===== config.mk =====
export PLATFORM = sky130hd
export DESIGN_NAME = if_stage_flat
export DESIGN_NICKNAME = d
export VERILOG_FILES = /design/src/rtl/if_stage_pkg.sv /design/src/rtl/if_stage_if.sv /design/src/rtl/if_stage_ifid_reg.sv /design/src/rtl/if_stage.sv /design/src/flat_wrapper.sv
export SDC_FILE = /design/constraint.sdc
export NUM_CORES = 1
export LEC_CHECK = 0
export ABC_CLOCK_PERIOD_IN_PS = 4200
export BUFFER_PORTS_ARGS = -buffer_cell sky130_fd_sc_hd__buf_4
export CORE_MARGIN = 2
export CORE_UTILIZATION = 50
export CTS_CLUSTER_DIAMETER = 120
export DETAILED_ROUTE_END_ITERATION = 8
export GPL_TIMING_DRIVEN = 0
export PLACE_DENSITY = 0.77
export SLEW_MARGIN = 25
export SYNTH_ARGS = -nofsm -noshare
export SYNTH_HDL_FRONTEND = slang
export SYNTH_SLANG_ARGS = --single-unit

===== constraint.sdc =====
create_clock -name clk -period 4.2 [get_ports clk]
set_input_delay 0.63 -clock clk [delete_from_list [all_inputs] [get_ports clk]]
set_output_delay 0.63 -clock clk [all_outputs]
set_load 0.03 [all_outputs]

===== src/rtl/if_stage_pkg.sv =====
// Shared types and constants for the instruction-fetch stage.
// Holds the fetch FSM states, IF/ID register contents and the canonical NOP.
package if_stage_pkg;

    localparam int XLEN = 32;
    localparam int ILEN = 32;

    localparam logic [ILEN-1:0] NOP_INST = 32'h0000_0013;

    typedef enum logic [1:0] {
        ST_ISSUE = 2'd0,
        ST_WAIT  = 2'd1,
        ST_HOLD  = 2'd2
    } fetch_state_e;

    typedef struct packed {
        logic [XLEN-1:0] pc;
        logic [XLEN-1:0] pc4;
        logic [ILEN-1:0] inst;
        logic            valid;
    } ifid_t;

    // Redirect targets are forced onto a word boundary.
    function automatic logic [XLEN-1:0] pc_align(input logic [XLEN-1:0] addr);
        return {addr[XLEN-1:2], 2'b00};
    endfunction

endpackage


===== src/rtl/if_stage_if.sv =====
// Instruction-memory read port: single outstanding request, response strobe.
interface if_stage_if;
    import if_stage_pkg::*;

    logic            imem_req;
    logic [XLEN-1:0] imem_addr;
    logic [ILEN-1:0] imem_rdata;
    logic            imem_rvalid;

    modport master (
        output imem_req,
        output imem_addr,
        input  imem_rdata,
        input  imem_rvalid
    );

    modport slave (
        input  imem_req,
        input  imem_addr,
        output imem_rdata,
        output imem_rvalid
    );

endinterface


===== src/rtl/if_stage_ifid_reg.sv =====
// IF/ID pipeline register. Flush beats stall; an idle unstalled cycle
// injects a bubble (NOP, valid=0) while keeping the last pc/pc4.
module ifid_reg
    import if_stage_pkg::*;
(
    input  logic  clk,
    input  logic  rst,
    input  logic  stall_i,
    input  logic  flush_i,
    input  logic  load_i,
    input  ifid_t load_data_i,
    output ifid_t ifid_o
);

    ifid_t ifid_q;
    ifid_t ifid_d;

    always_comb begin
        ifid_d = ifid_q;
        if (flush_i || (!stall_i && !load_i)) begin
            ifid_d.valid = 1'b0;
            ifid_d.inst  = NOP_INST;
        end else if (!stall_i) begin
            ifid_d = load_data_i;
        end
    end

    always_ff @(posedge clk) begin
        if (rst) begin
            ifid_q.pc    <= '0;
            ifid_q.pc4   <= '0;
            ifid_q.inst  <= NOP_INST;
            ifid_q.valid <= 1'b0;
        end else begin
            ifid_q <= ifid_d;
        end
    end

    assign ifid_o = ifid_q;

endmodule


===== src/rtl/if_stage.sv =====
// Instruction-fetch stage: issues one imem read at a time, parks a response
// in a one-entry buffer while decode is stalled, and kills in-flight reads on redirect.
module if_stage
    import if_stage_pkg::*;
#(
    parameter logic [XLEN-1:0] RESET_PC = 32'h0000_0000
) (
    input  logic             clk,
    input  logic             rst,
    input  logic             next_pc_src,
    input  logic [XLEN-1:0]  branch_target,
    input  logic             stall,
    if_stage_if.master       imem,
    output logic [XLEN-1:0]  ifid_pc,
    output logic [XLEN-1:0]  ifid_pc4,
    output logic [ILEN-1:0]  ifid_inst,
    output logic             ifid_valid
);

    fetch_state_e    state_q, state_d;
    logic [XLEN-1:0] pc_q, pc_d;
    logic            kill_q, kill_d;
    logic [XLEN-1:0] buf_pc_q, buf_pc_d;
    logic [ILEN-1:0] buf_inst_q, buf_inst_d;

    logic  ifid_load;
    ifid_t ifid_load_data;
    ifid_t ifid;

    always_ff @(posedge clk) begin
        if (rst) begin
            state_q    <= ST_ISSUE;
            pc_q       <= RESET_PC;
            kill_q     <= 1'b0;
            buf_pc_q   <= '0;
            buf_inst_q <= NOP_INST;
        end else begin
            state_q    <= state_d;
            pc_q       <= pc_d;
            kill_q     <= kill_d;
            buf_pc_q   <= buf_pc_d;
            buf_inst_q <= buf_inst_d;
        end
    end

    always_comb begin
        state_d        = state_q;
        pc_d           = pc_q;
        kill_d         = kill_q;
        buf_pc_d       = buf_pc_q;
        buf_inst_d     = buf_inst_q;
        ifid_load      = 1'b0;
        ifid_load_data = '{pc: pc_q, pc4: pc_q + 32'd4, inst: imem.imem_rdata, valid: 1'b1};

        case (state_q)
            ST_ISSUE: begin
                // The request is already on the bus; a redirect can only poison its reply.
                state_d = ST_WAIT;
                if (next_pc_src) kill_d = 1'b1;
            end
            ST_WAIT: begin
                if (imem.imem_rvalid) begin
                    if (kill_q || next_pc_src) begin
                        kill_d  = 1'b0;
                        state_d = ST_ISSUE;
                    end else if (!stall) begin
                        ifid_load = 1'b1;
                        pc_d      = pc_q + 32'd4;
                        state_d   = ST_ISSUE;
                    end else begin
                        buf_pc_d   = pc_q;
                        buf_inst_d = imem.imem_rdata;
                        state_d    = ST_HOLD;
                    end
                end else if (next_pc_src) begin
                    kill_d = 1'b1;
                end
            end
            ST_HOLD: begin
                if (next_pc_src) begin
                    state_d = ST_ISSUE;
                end else if (!stall) begin
                    ifid_load      = 1'b1;
                    ifid_load_data = '{pc: buf_pc_q, pc4: buf_pc_q + 32'd4,
                                       inst: buf_inst_q, valid: 1'b1};
                    pc_d           = pc_q + 32'd4;
                    state_d        = ST_ISSUE;
                end
            end
            default: begin
                state_d = ST_ISSUE;
                kill_d  = 1'b0;
            end
        endcase

        if (next_pc_src) pc_d = pc_align(branch_target);
    end

    // Reset gates the request and pins the address so nothing leaks out mid-reset.
    always_comb begin
        imem.imem_req  = (state_q == ST_ISSUE) && !rst;
        imem.imem_addr = rst ? RESET_PC : pc_q;
    end

    ifid_reg u_ifid_reg (
        .clk         (clk),
        .rst         (rst),
        .stall_i     (stall),
        .flush_i     (next_pc_src),
        .load_i      (ifid_load),
        .load_data_i (ifid_load_data),
        .ifid_o      (ifid)
    );

    assign ifid_pc    = ifid.pc;
    assign ifid_pc4   = ifid.pc4;
    assign ifid_inst  = ifid.inst;
    assign ifid_valid = ifid.valid;

endmodule


===== src/flat_wrapper.sv =====
// flat-port wrapper written by rule: the top's interface ports become plain ports
module if_stage_flat import if_stage_pkg::*;
#(
    parameter logic [XLEN-1:0] RESET_PC = 32'h0000_0000
)
  (clk, rst, next_pc_src, branch_target, stall, ifid_pc, ifid_pc4, ifid_inst, ifid_valid, imem_imem_req, imem_imem_addr, imem_imem_rdata, imem_imem_rvalid);
  if_stage_if imem_i ();
  input  logic clk;
  input  logic rst;
  input  logic next_pc_src;
  input  logic [XLEN-1:0] branch_target;
  input  logic stall;
  output logic [XLEN-1:0] ifid_pc;
  output logic [XLEN-1:0] ifid_pc4;
  output logic [ILEN-1:0] ifid_inst;
  output logic ifid_valid;
  output wire logic [$bits(imem_i.imem_req)-1:0] imem_imem_req;
  output wire logic [$bits(imem_i.imem_addr)-1:0] imem_imem_addr;
  input wire logic [$bits(imem_i.imem_rdata)-1:0] imem_imem_rdata;
  input wire logic [$bits(imem_i.imem_rvalid)-1:0] imem_imem_rvalid;
  assign imem_imem_req = imem_i.imem_req;
  assign imem_imem_addr = imem_i.imem_addr;
  assign imem_i.imem_rdata = imem_imem_rdata;
  assign imem_i.imem_rvalid = imem_imem_rvalid;
  if_stage #(.RESET_PC(RESET_PC)) u_core (.clk(clk), .rst(rst), .next_pc_src(next_pc_src), .branch_target(branch_target), .stall(stall), .imem(imem_i), .ifid_pc(ifid_pc), .ifid_pc4(ifid_pc4), .ifid_inst(ifid_inst), .ifid_valid(ifid_valid));
endmodule

==> metrics.txt <==
status finished clean; area delta synth->final 24.2%; Buf+Inv Stages, Crit Path 4; sequential fraction of the synthesis area 39.8%; Die W 141 um; CP Class reg2reg; Fmax 0.302 GHz; power share of the clock group 40.4%; postcts setup bufs 0; vias in the first global route 9289; most instantiated library cell after synthesis nand2_1; share of cells above drive strength 1 17.1%; slew margin rel. 19.9%; Fin Setup TNS 0 ns; Die ar. 20000 sq um; RSZ-0062 raised after global routing false; multi-input logic area 5110 sq um; CTS tree yes; Slew @ Worst Pin 1.20 ns; Worst Path Arrival 3.62 ns; ordered list of cells on the worst path inv_1 > ha_1 > nand2b_1 > clkbuf_1 > clkbuf_1 > clkbuf_1 > nand3_1 > o211ai_1 > a21oi_1; drt first pass iters 7; switch share 29.0%; vias per cell 5.96; first-pass GRT wire length 50.3 mm; final worst-path cycle share 79.0%; Layout Skew 0.00846 ns; H-Tree Depth 4; starting density of the core 50.7%; count of final setup violators 0; Core Region 18600 sq um; clock buffer depth 2; Nets 1572; Hold WC Path Type in2reg; die height 141 um; area leader, netlist dfxtp_1; Yosys reg bits 188; ranking of synthesized cells by area dfxtp_1 (40%), nand2_1 (12%), a21oi_1 (7.6%); drt first-iter violations 1165; antenna violations before repair 0; # fillers 1673; count of cell types in the netlist 53; Final Max Tran Viols 0; final hold violations 0; routed len/inst 18.9 um; delay-heaviest family, CP buffers and inverters; most used cell, CP clkbuf_1; post-route antenna net violation count 0; DRC viols 0; dpl hpwl 23.6 mm; CTS resizes 0; power per cell area 333 nW/um^2; cts bufs inserted 17; Final Critical Period 3.32 ns; Placer Congestion 1.01; Startpoint Class flip-flop; Post-CTS Hold Fix Bufs 0; Total GRT Usage 32.1%; syn_area_per_cell 7.36 sq um; pin count of the biggest net entering global routing 19; clock root buffer clkbuf_16; Congestion Overflow GR 0; Final WS setup 0.884 ns; Pint 0.00277 W; mapped cell area 9450 sq um; commonest cells in the netlist nand2_1 (300), dfxtp_1 (188), a21oi_1 (144), nor2_1 (112), clkbuf_1 (95); Reg power frac 47.5%; Worst setup EP type flip-flop; CP max-delay cell clkbuf_1; number of synthesized flops with an enable pin 0; setup slack after placement 0.940 ns; # IOs 199; ys flop type dfxtp_1; Req. time, crit path 4.50 ns; sequential cell area 3760 sq um; largest stage delay on the critical path 0.68 ns; crit-path max FO 10; Mapped Cells 1285; Worst VDD drop 312 uV; combinational fraction of design power 12.1%; via count 10400; # rows 50; Net Switching 0.00113 W; Total Routed Length 33.0 mm; fraction of registers with async set/reset 0%; top cell type's share of synthesized area 39.8%; Num Clock Sinks 188; IO buf count 189; synth warn 0; clk_lat worst skew 0.45 ns; ANT cells 0; total leakage power 4.36 nW; Max Cap Viol 0; Clock transition at path regs 0.07 ns
[worst reg2reg max path: stages (launching register included)]
cell,delay (ns)
dfxtp_1,0.36
inv_1,0.07
ha_1,0.26
nand2b_1,0.11
clkbuf_1,0.59
clkbuf_1,0.68
clkbuf_1,0.64
nand3_1,0.19
o211ai_1,0.18
a21oi_1,0.09
[cell type report]
class | instances | area share [%]
Tap cell | 234 | 2.49
Clock inverter | 15 | 1.13
Buffer | 130 | 4.64
Timing Repair Buffer | 189 | 12.1
Multi-Input combinational cell | 957 | 43.5
Clock buffer | 17 | 3.62
Inverter | 15 | 0.480
Sequential cell | 188 | 32.1
[through the flow]
stage	total power [W]	util, %	hold WS [ns]	cells	area [sq um]
finish	0.00391	63.0	0.410	1745	11700
global route	0.00400	63.0	0.410	1745	11700
detailed placement	0.00236	60.0	0.447	1713	11200
CTS	0.00388	63.0	0.411	1745	11700
global placement	0.00235	60.0	0.442	1713	11200
floorplan	0.00217	-	0.437	1290	9470
[per-layer routing]
layer	up-vias	global-route usage, %	share of wire (%)
met3	94	6.31	11
met4	0	12.1	3.6
met5	-	0	0
li1	4858	-	-
met1	4796	44.8	42
met2	655	49.2	44
[final timing paths]
kind | from | to | slack, ns | cells past startpoint
max | u_core.state_q[0] | u_core.u_ifid_reg.ifid_o[40] | 0.88 | 9
min | imem_imem_rdata[1] | u_core.buf_inst_q[1] | 0.41 | 3
max reg2reg | u_core.state_q[0] | u_core.u_ifid_reg.ifid_o[40] | 0.88 | 9
min reg2reg | u_core.u_ifid_reg.ifid_o[40] | u_core.u_ifid_reg.ifid_o[40] | 0.45 | 2
[registers in the layout, indices dropped and copies added (netlist names)]
name                      flops
u_core.state_q                2
u_core.pc_q                  30
u_core.buf_pc_q              30
u_core.u_ifid_reg.ifid_o     93
u_core.buf_inst_q            32
u_core.kill_q                 1
[power by group through the flow]
stage	Combinational, W	Sequential (W)	Clock, W
after floorplan	0.000261	0.00191	0
after global placement	0.000456	0.00189	0
after detailed placement	0.000460	0.00190	0
after CTS	0.000463	0.00185	0.00157
after global routing	0.000505	0.00186	0.00164
final	0.000473	0.00186	0.00158
[logic make-up after synthesis]
family          count (synthesis)  share of synthesized area, %
compound gates                282                          18.8
xor+xnor                       49                          4.54
fa+ha+maj                       5                         0.662
buf+inv                       145                          6.35
flops                         188                          39.8
mux                             7                         0.741
other cells                     1                        0.0397
simple gates                  608                          29.1
[cells in the final DEF, fill, tap and decap left out, types with 5 or more instances in the layout]
cell / count
o211ai_1: 5
inv_1: 14
nor4_1: 27
conb_1: 6
a211oi_1: 27
nor2_1: 112
nand2_1: 300
or3_1: 7
and4_1: 9
o31a_1: 12
dfxtp_1: 188
buf_4: 195
and2_1: 8
clkbuf_16: 17
a21oi_1: 144
ha_1: 5
nor2b_1: 29
o21a_1: 6
inv_8: 5
or4_1: 7
mux2i_1: 7
xor2_1: 20
clkbuf_1: 95
and3_1: 8
nand3_1: 40
o21ai_0: 21
a311oi_1: 32
o31ai_1: 8
nor3_1: 30
buf_1: 7
buf_2: 19
nand4_1: 17
nand2b_1: 6
xnor2_1: 29
(Power assumes the default switching activity.)
